`src/rtl/decomp_ctrl.sv`:
```
// Decompressor control: passes uncompressed fetch words straight through and
// expands compressed words into a run of token-table entries for the decoder.
module decomp_ctrl #(
  parameter int WIDTH   = 32,
  parameter int TT_AW   = 8,
  parameter int CNT_W   = 3,
  parameter int TAG_BIT = WIDTH - 1
) (
  input  logic             clk,
  input  logic             reset,
  input  logic [WIDTH-1:0] in_word,
  input  logic             in_valid,
  output logic             in_ready,
  output logic             tt_en,
  output logic [TT_AW-1:0] tt_addr,
  input  logic [WIDTH-1:0] tt_data,
  output logic [WIDTH-1:0] out_instr,
  output logic             out_valid,
  input  logic             out_ready,
  output logic             out_compressed,
  output logic             out_last,
  input  logic             flush,
  output logic             err,
  output logic             busy
);

  typedef enum logic [1:0] {
    IDLE,
    READ,
    DATA,
    EMIT
  } state_t;

  state_t state, state_next;

  logic [TT_AW-1:0] addr;
  logic [CNT_W:0]   remaining;
  logic [WIDTH-1:0] hold;

  logic             free;
  logic             accept;
  logic             tag;
  logic [CNT_W:0]   count_in;
  logic [TT_AW-1:0] base_in;
  logic [TT_AW:0]   end_addr;
  logic             range_ok;
  logic             start;
  logic             load_pass;
  logic             load_emit;
  logic             err_set;

  // The output register can take a new instruction when it is empty or being drained.
  assign free     = !out_valid || out_ready;
  assign in_ready = (state == IDLE) && free && !flush;
  assign accept   = in_valid && in_ready;

  assign tag      = in_word[TAG_BIT];
  assign count_in = {1'b0, in_word[TT_AW+CNT_W-1:TT_AW]} + (CNT_W+1)'(1);
  assign base_in  = in_word[TT_AW-1:0];
  // One extra bit catches a run that walks off the end of the table.
  assign end_addr = {1'b0, base_in} + (TT_AW+1)'(count_in) - (TT_AW+1)'(1);
  assign range_ok = !end_addr[TT_AW];

  assign tt_en   = (state == READ);
  assign tt_addr = addr;
  assign busy    = (state != IDLE);

  // NOTE: every signal driven here gets a default first, so no path can leave
  // one unassigned and infer a latch.
  always_comb begin
    state_next = state;
    start      = 1'b0;
    load_pass  = 1'b0;
    load_emit  = 1'b0;
    err_set    = 1'b0;
    unique case (state)
      IDLE: begin
        if (accept) begin
          if (!tag) begin
            load_pass = 1'b1;
          end else if (range_ok) begin
            start      = 1'b1;
            state_next = READ;
          end else begin
            err_set = 1'b1;
          end
        end
      end
      READ: state_next = DATA;
      DATA: state_next = EMIT;
      EMIT: begin
        if (free) begin
          load_emit  = 1'b1;
          state_next = (remaining != '0) ? READ : IDLE;
        end
      end
      default: state_next = IDLE;
    endcase
    // Abort beats everything; accept is already blocked through in_ready.
    if (flush) begin
      state_next = IDLE;
      load_emit  = 1'b0;
    end
  end

  // NOTE: sequential state uses non-blocking assignments so every register
  // samples the pre-edge values regardless of statement order.
  always_ff @(posedge clk or negedge reset) begin
    if (!reset) begin
      state          <= IDLE;
      addr           <= '0;
      remaining      <= '0;
      // NOTE: hold is a single word register, not a memory, so it is cleared
      // with the rest of the state.
      hold           <= '0;
      out_instr      <= '0;
      out_valid      <= 1'b0;
      out_compressed <= 1'b0;
      out_last       <= 1'b0;
      err            <= 1'b0;
    end else begin
      state <= state_next;
      err   <= err_set;

      if (flush) begin
        remaining <= '0;
      end else if (start) begin
        addr      <= base_in;
        remaining <= count_in;
      end else if (state == DATA) begin
        hold      <= tt_data;
        addr      <= addr + TT_AW'(1);
        remaining <= remaining - (CNT_W+1)'(1);
      end

      if (flush) begin
        out_valid <= 1'b0;
      end else if (load_pass) begin
        out_instr      <= in_word;
        out_valid      <= 1'b1;
        out_compressed <= 1'b0;
        out_last       <= 1'b1;
      end else if (load_emit) begin
        out_instr      <= hold;
        out_valid      <= 1'b1;
        out_compressed <= 1'b1;
        out_last       <= (remaining == '0);
      end else if (out_ready) begin
        out_valid <= 1'b0;
      end
    end
  end

endmodule

```
`config.mk`:
```
export PLATFORM = sky130hd
export DESIGN_NAME = decomp_ctrl
export DESIGN_NICKNAME = d
export VERILOG_FILES = /design/src/rtl/decomp_ctrl.sv
export SDC_FILE = /design/constraint.sdc
export NUM_CORES = 1
export LEC_CHECK = 0
export BUFFER_PORTS_ARGS = -buffer_cell sky130_fd_sc_hd__buf_2
export CAP_MARGIN = 10
export CORE_ASPECT_RATIO = 1.25
export CORE_UTILIZATION = 54
export CTS_BUF_LIST = sky130_fd_sc_hd__clkbuf_4
export CTS_CLUSTER_DIAMETER = 60
export DETAILED_ROUTE_END_ITERATION = 7
export MAX_ROUTING_LAYER = met4
export PLACE_DENSITY = 0.78
export SLEW_MARGIN = 20
export SYNTH_ARGS = -nofsm -noshare
export SYNTH_HDL_FRONTEND = slang
export SYNTH_SLANG_ARGS = --single-unit
```
`constraint.sdc`:
```
create_clock -name clk -period 2.35 [get_ports clk]
set_input_delay 0.1175 -clock clk [delete_from_list [all_inputs] [get_ports clk]]
set_output_delay 0.1175 -clock clk [all_outputs]
set_load 0.005 [all_outputs]
```
# ---- Yosys cells after proc, flatten, opt, wreduce, memory -nomap -nowiden
# Index checks and enable logic that the tools add are counted.
dict set report totals {
  out_inout_bits 47
  word_cells 77
  ramBits 0
  rom_bits 0
  n_memories 0
  ff_bits 82
  in_bits 69
  latchBits 0
}
dict set report classes {
  n_shift 0
  n_addsub 5
  muxes 36
  magnitude_cmp 0
  bitwise 2
  n_reduce_logical 18
  n_mul 0
  eq_ne 7
  div_mod_pow 0
}
# cell n
set ops {}
lappend ops {{32-bit two-way mux} 2}
lappend ops {{1-bit two-way mux} 23}
lappend ops {{8-bit two-way mux} 2}
lappend ops {{4-bit two-way mux} 3}
lappend ops {{3-bit != test (second input constant)} 4}
lappend ops {{2-bit two-way mux} 5}
lappend ops {{8-bit by 4-bit adder with 9-bit output} 1}
lappend ops {{9-bit by 1-bit subtractor with 9-bit output (second input constant)} 1}
lappend ops {{8-bit by 1-bit adder with 8-bit output (second input constant)} 1}
lappend ops {{2-bit one-hot mux with 4 select lines} 1}
lappend ops {{4-bit nonzero test} 2}
lappend ops {{2-bit nonzero test} 3}
lappend ops {{3-bit by 1-bit adder with 4-bit output (second input constant)} 1}
lappend ops {{2-bit == test (second input constant)} 2}
lappend ops {{4-bit zero test} 1}
lappend ops {{2-bit AND reduction} 2}
lappend ops {{4-bit AND reduction} 1}
lappend ops {{4-bit by 1-bit subtractor with 4-bit output (second input constant)} 1}
lappend ops {{1-bit logical AND} 3}
lappend ops {{3-bit AND reduction} 1}
lappend ops {{3-bit nonzero test} 1}
lappend ops {{2-bit by 1-bit == test with 1-bit output (second input constant)} 1}
lappend ops {{1-bit zero test} 2}
lappend ops {{2-bit zero test} 1}
lappend ops {{other kinds (2)} 3}

# ---- Depth between registers and ports, before layout
dict set report depth {
  ltp_word 9
  mapped_depth 12
  mapped_depth_nobuf 11
}

# ---- Least setup slack after synthesis
# OpenSTA, ideal clock, no wires.
dict set report synth_path {
  path_kind {input to register}
  start {in in_word[8]}
  end {reg hold[10]}
  path_stages 12
  required_time_ns 2.225
  t_arrival_ns 2.371
  setup_time_ns 0.125
  n_path_buf 1
  path_slack_ns -0.146
  path_cell_list {ha_1 > xnor2_1 > ha_1 > inv_1 > ha_1 > nand2_1 > o31a_1 > o2111ai_2 > o211ai_2 > nor2_4 > buf_6 > mux2_4}
}
dict set report synth_via {
  elab_chain_len 9
}
# element line_no
set synth_lines {}
lappend synth_lines {{start: declaration} 11} ;# input logic [WIDTH-1:0] in_word,
lappend synth_lines {{3-bit by 1-bit adder with 4-bit output} 58} ;# assign count_in = {1'b0, in_word[TT_AW+CNT_W-1:TT_AW]} + (CNT_W+1)'(1);
lappend synth_lines {{8-bit by 4-bit adder with 9-bit output} 61} ;# assign end_addr = {1'b0, base_in} + (TT_AW+1)'(count_in) - (TT_AW+1)'(1);
lappend synth_lines {{9-bit by 1-bit subtractor with 9-bit output} 61}
lappend synth_lines {{1-bit two-way mux} 81} ;# end else if (range_ok) begin
lappend synth_lines {{1-bit two-way mux} 79} ;# if (!tag) begin
lappend synth_lines {{1-bit two-way mux} 78} ;# if (accept) begin
lappend synth_lines {{1-bit two-way mux} 76} ;# unique case (state)
lappend synth_lines {{1-bit inverter (no source line)} n/a}
lappend synth_lines {{3-bit AND reduction (no source line)} n/a}
lappend synth_lines {{end signal: assignment} 131} ;# hold <= tt_data;
lappend synth_lines {{end: declaration} 38} ;# logic [WIDTH-1:0] hold;
# Every way passes these cells.
# A chain may end at the register's enable or synchronous reset.

# ---- Final worst setup path
dict set report layout_path {
  start {in in_word[9]}
  end {reg hold[26]}
}
# The elaborated chain is that of the path after synthesis.

==> flow_summary.ini <==
[routing]
drc_errors = 0
detail-route-antenna-nets = 0
dr.pass1.iters = 4
routedWlPerCell_um = 17.8
viasPerCell = 5.47
wl_um = 11800
drt_iter0_drc = 111
num_vias = 3651

[logic_synthesis]
syn_inst = 378
syn-cell-area_um2 = 4150
synth_ff_type = dfrtp_1
yosysUniqueCellTypes = 44
synth_xor_area_share_pct = 1.06
synth-edff-count = 0
synthMuxAreaShare_pct = 17.4
synthesis.nets = 465
yosys_warnings = 0
synth_compound_area_share_pct = 12.5
synthArstFlopShare_pct = 100
synthSimpleGateAreaFrac_pct = 9.26
synth_seq_cells = 82
yosys.area_share.adder_pct = 5.43
ys_seq_area_share_pct = 49.4
synth_top_family_by_area = multiplexers
synth_area_per_cell_um2 = 11.0

[placement]
placed_cell_area_um2 = 4980
dp.final_hpwl_um = 6840
gp_congestion = 0.866
portBuffers = 115

[global_route]
grt_max_degree = 50
antenna_found_initial = 0
grt_pass1_wl_um = 17600
grt.total_usage_pct = 30.3
grt_pass1_vias = 3748
overflow = 0

[cells_and_area]
stdcell_area_um2 = 5890
antenna_cells = 0
final_common_cell = buf_2
fin_nets = 657
final_cell_mix = 112 x buf_2, 82 x dfrtp_1, 57 x dlygate4sd3_1
area_delta_synth_final_pct = 42.0
drive_gt1_share_pct = 36.7
final_util_pct = 79.6

[worst_setup_path]
max_stage_delay_ps = 360
worstPathMaxFanout = 7
critPathSlowestCell = o31a_1
critPathArrivalTime_ps = 2730
criticalPathCategory = in2reg
crit_family = compound AO/OA/AOI/OAI gates
cp_cell_sequence = buf_6 -> ha_4 -> xnor2_4 -> ha_4 -> inv_1 -> ha_1 -> nand2_1 -> o31a_1 -> o2111ai_2 -> o211ai_2 -> nor2_4 -> buf_12 -> buf_12 -> mux2_2
start_kind = input port
crit_required_ps = 2670
cp.buffers_inverters = 4
end_kind = flip-flop

[timing]
slew_viol_final = 0
worst_pin_slew_ps = 591
min_period_ps = 2410
fin_crit_sh_pct = 102
setup_ws_ps = -57.1
setup-violations-final = 33
max_freq_mhz = 415
relSlewSlack_pct = 60.6
fin_worst_skew_ps = 22.4
finalHoldViolations = 0

[clock_tree]
cts_tree = yes
cts_root_buffer = clkbuf_4
path_clk_slew_ps = 130
htreeDepth = 3
cts_sinks = 82
clock_latency_ps = 440
clk_path_buf_depth = 2
numCtsBuffers = 9

[pwr]
p_leak_nw = 2.94
ir_drop_mv = 0.716
powerDensity_nw_per_um2 = 1010

[job]
max-cap-violations = 0

[floorplanning]
start_util_pct = 56.1
die_w_um = 80.4
dieArea_um2 = 8040
num_io_pins = 116
core_area_um2 = 7400
die_h_um = 100
std_cell_rows = 35

[status]
violations = setup timing
status = finished with violations

[worst_hold_path]
hold_path_class = in2reg
[per-layer routing]
metal | vias to the layer above | track usage (%) | wire [um]
met2 | 140 | 50.8 | 6230
met1 | 1761 | 33.6 | 4510
met5 | - | - | 0
met3 | 44 | 5.18 | 554
li1 | 1706 | - | -
met4 | 0 | 17.4 | 542
[repair_timing]
action                                  CTS  global route
buffers inserted                          0             3
hold buffers                             55             2
resized for setup                         0            26
endpoints found under the setup margin    0            40
endpoints found under the hold margin    88             2
[synthesized netlist by cell type (all sizes together) (3+ instances only)]
| master | count | area (um^2) |
|---|---|---|
| o211ai | 4 | 35.0 |
| nand2 | 14 | 52.6 |
| nor2b | 4 | 25.0 |
| ha | 18 | 225 |
| clkbuf | 7 | 26.3 |
| mux2 | 33 | 450 |
| buf | 12 | 90.1 |
| inv | 24 | 90.1 |
| a21oi | 51 | 255 |
| o21a | 3 | 30.0 |
| nor2 | 53 | 206 |
| o21ai | 4 | 23.8 |
| dfrtp | 82 | 2050 |
| xnor2 | 3 | 26.3 |
| nand3 | 6 | 30.0 |
| a211oi | 5 | 37.5 |
| mux2i | 27 | 270 |
| o22ai | 3 | 18.8 |
[tightest hold or removal path: cells and delay by family]
family | cells | cell delay (ps)
AOI/OAI and AO/OA | 1 | 130
buffers and inverters | 1 | 90
muxes | 1 | 60
[logic make-up after synthesis]
kind of cell	count (synthesis)
xor+xnor	5
compound gates	83
simple gates	87
mux	60
fa+ha+maj	18
flops	82
buf+inv	43
[power by group]
part	internal, mW	switching, mW
combinational	1.43	1.20
clock	0.323	0.512
sequential	2.07	0.437
[layout make-up]
type	count	area (um^2)
tap	92	115
inverter	24	90.1
fill	448	1510
clock buffer	9	67.6
multi-input combinational	253	2010
timing repair buffer	200	1490
sequential	82	2050
clock inverter	7	68.8
[metrics by stage]
| stage | setup TNS, ps | cells | hold WS, ps | setup WS, ps | power (mW) |
|---|---|---|---|---|---|
| 2_1_floorplan | -2980 | 378 | -178 | -107 | 3.92 |
| 3_3_place_gp | -11820 | 588 | 102 | -309 | 4.71 |
| 3_5_place_dp | -16910 | 588 | 107 | -440 | 4.82 |
| 4_1_cts | 0 | 659 | 10.1 | 30.8 | 5.72 |
| 5_1_grt | -3050 | 667 | 12.2 | -131 | 6.40 |
| 6_report | -936 | 667 | 7.99 | -57.1 | 5.98 |
[state kept, by name, summed over array words and instances (netlist names)]
name            flops
err                 1
out_instr          32
out_compressed      1
remaining           4
hold               32
out_valid           1
out_last            1
state               2
tt_addr             8
[final timing paths]
check / slack, ps / to / cells after the start / from
min reg2reg: 530 / tt_addr[4] / 1 / tt_addr[4]
min in group asynchronous: 150 / tt_addr[6] / 2 / reset
max reg2reg: 80 / hold[22] / 10 / state[1]
max in group asynchronous: 1570 / out_instr[8] / 3 / reset
min: 8 / out_instr[9] / 3 / in_word[9]
max: -60 / hold[26] / 14 / in_word[9]
(Power assumes the default switching activity.)
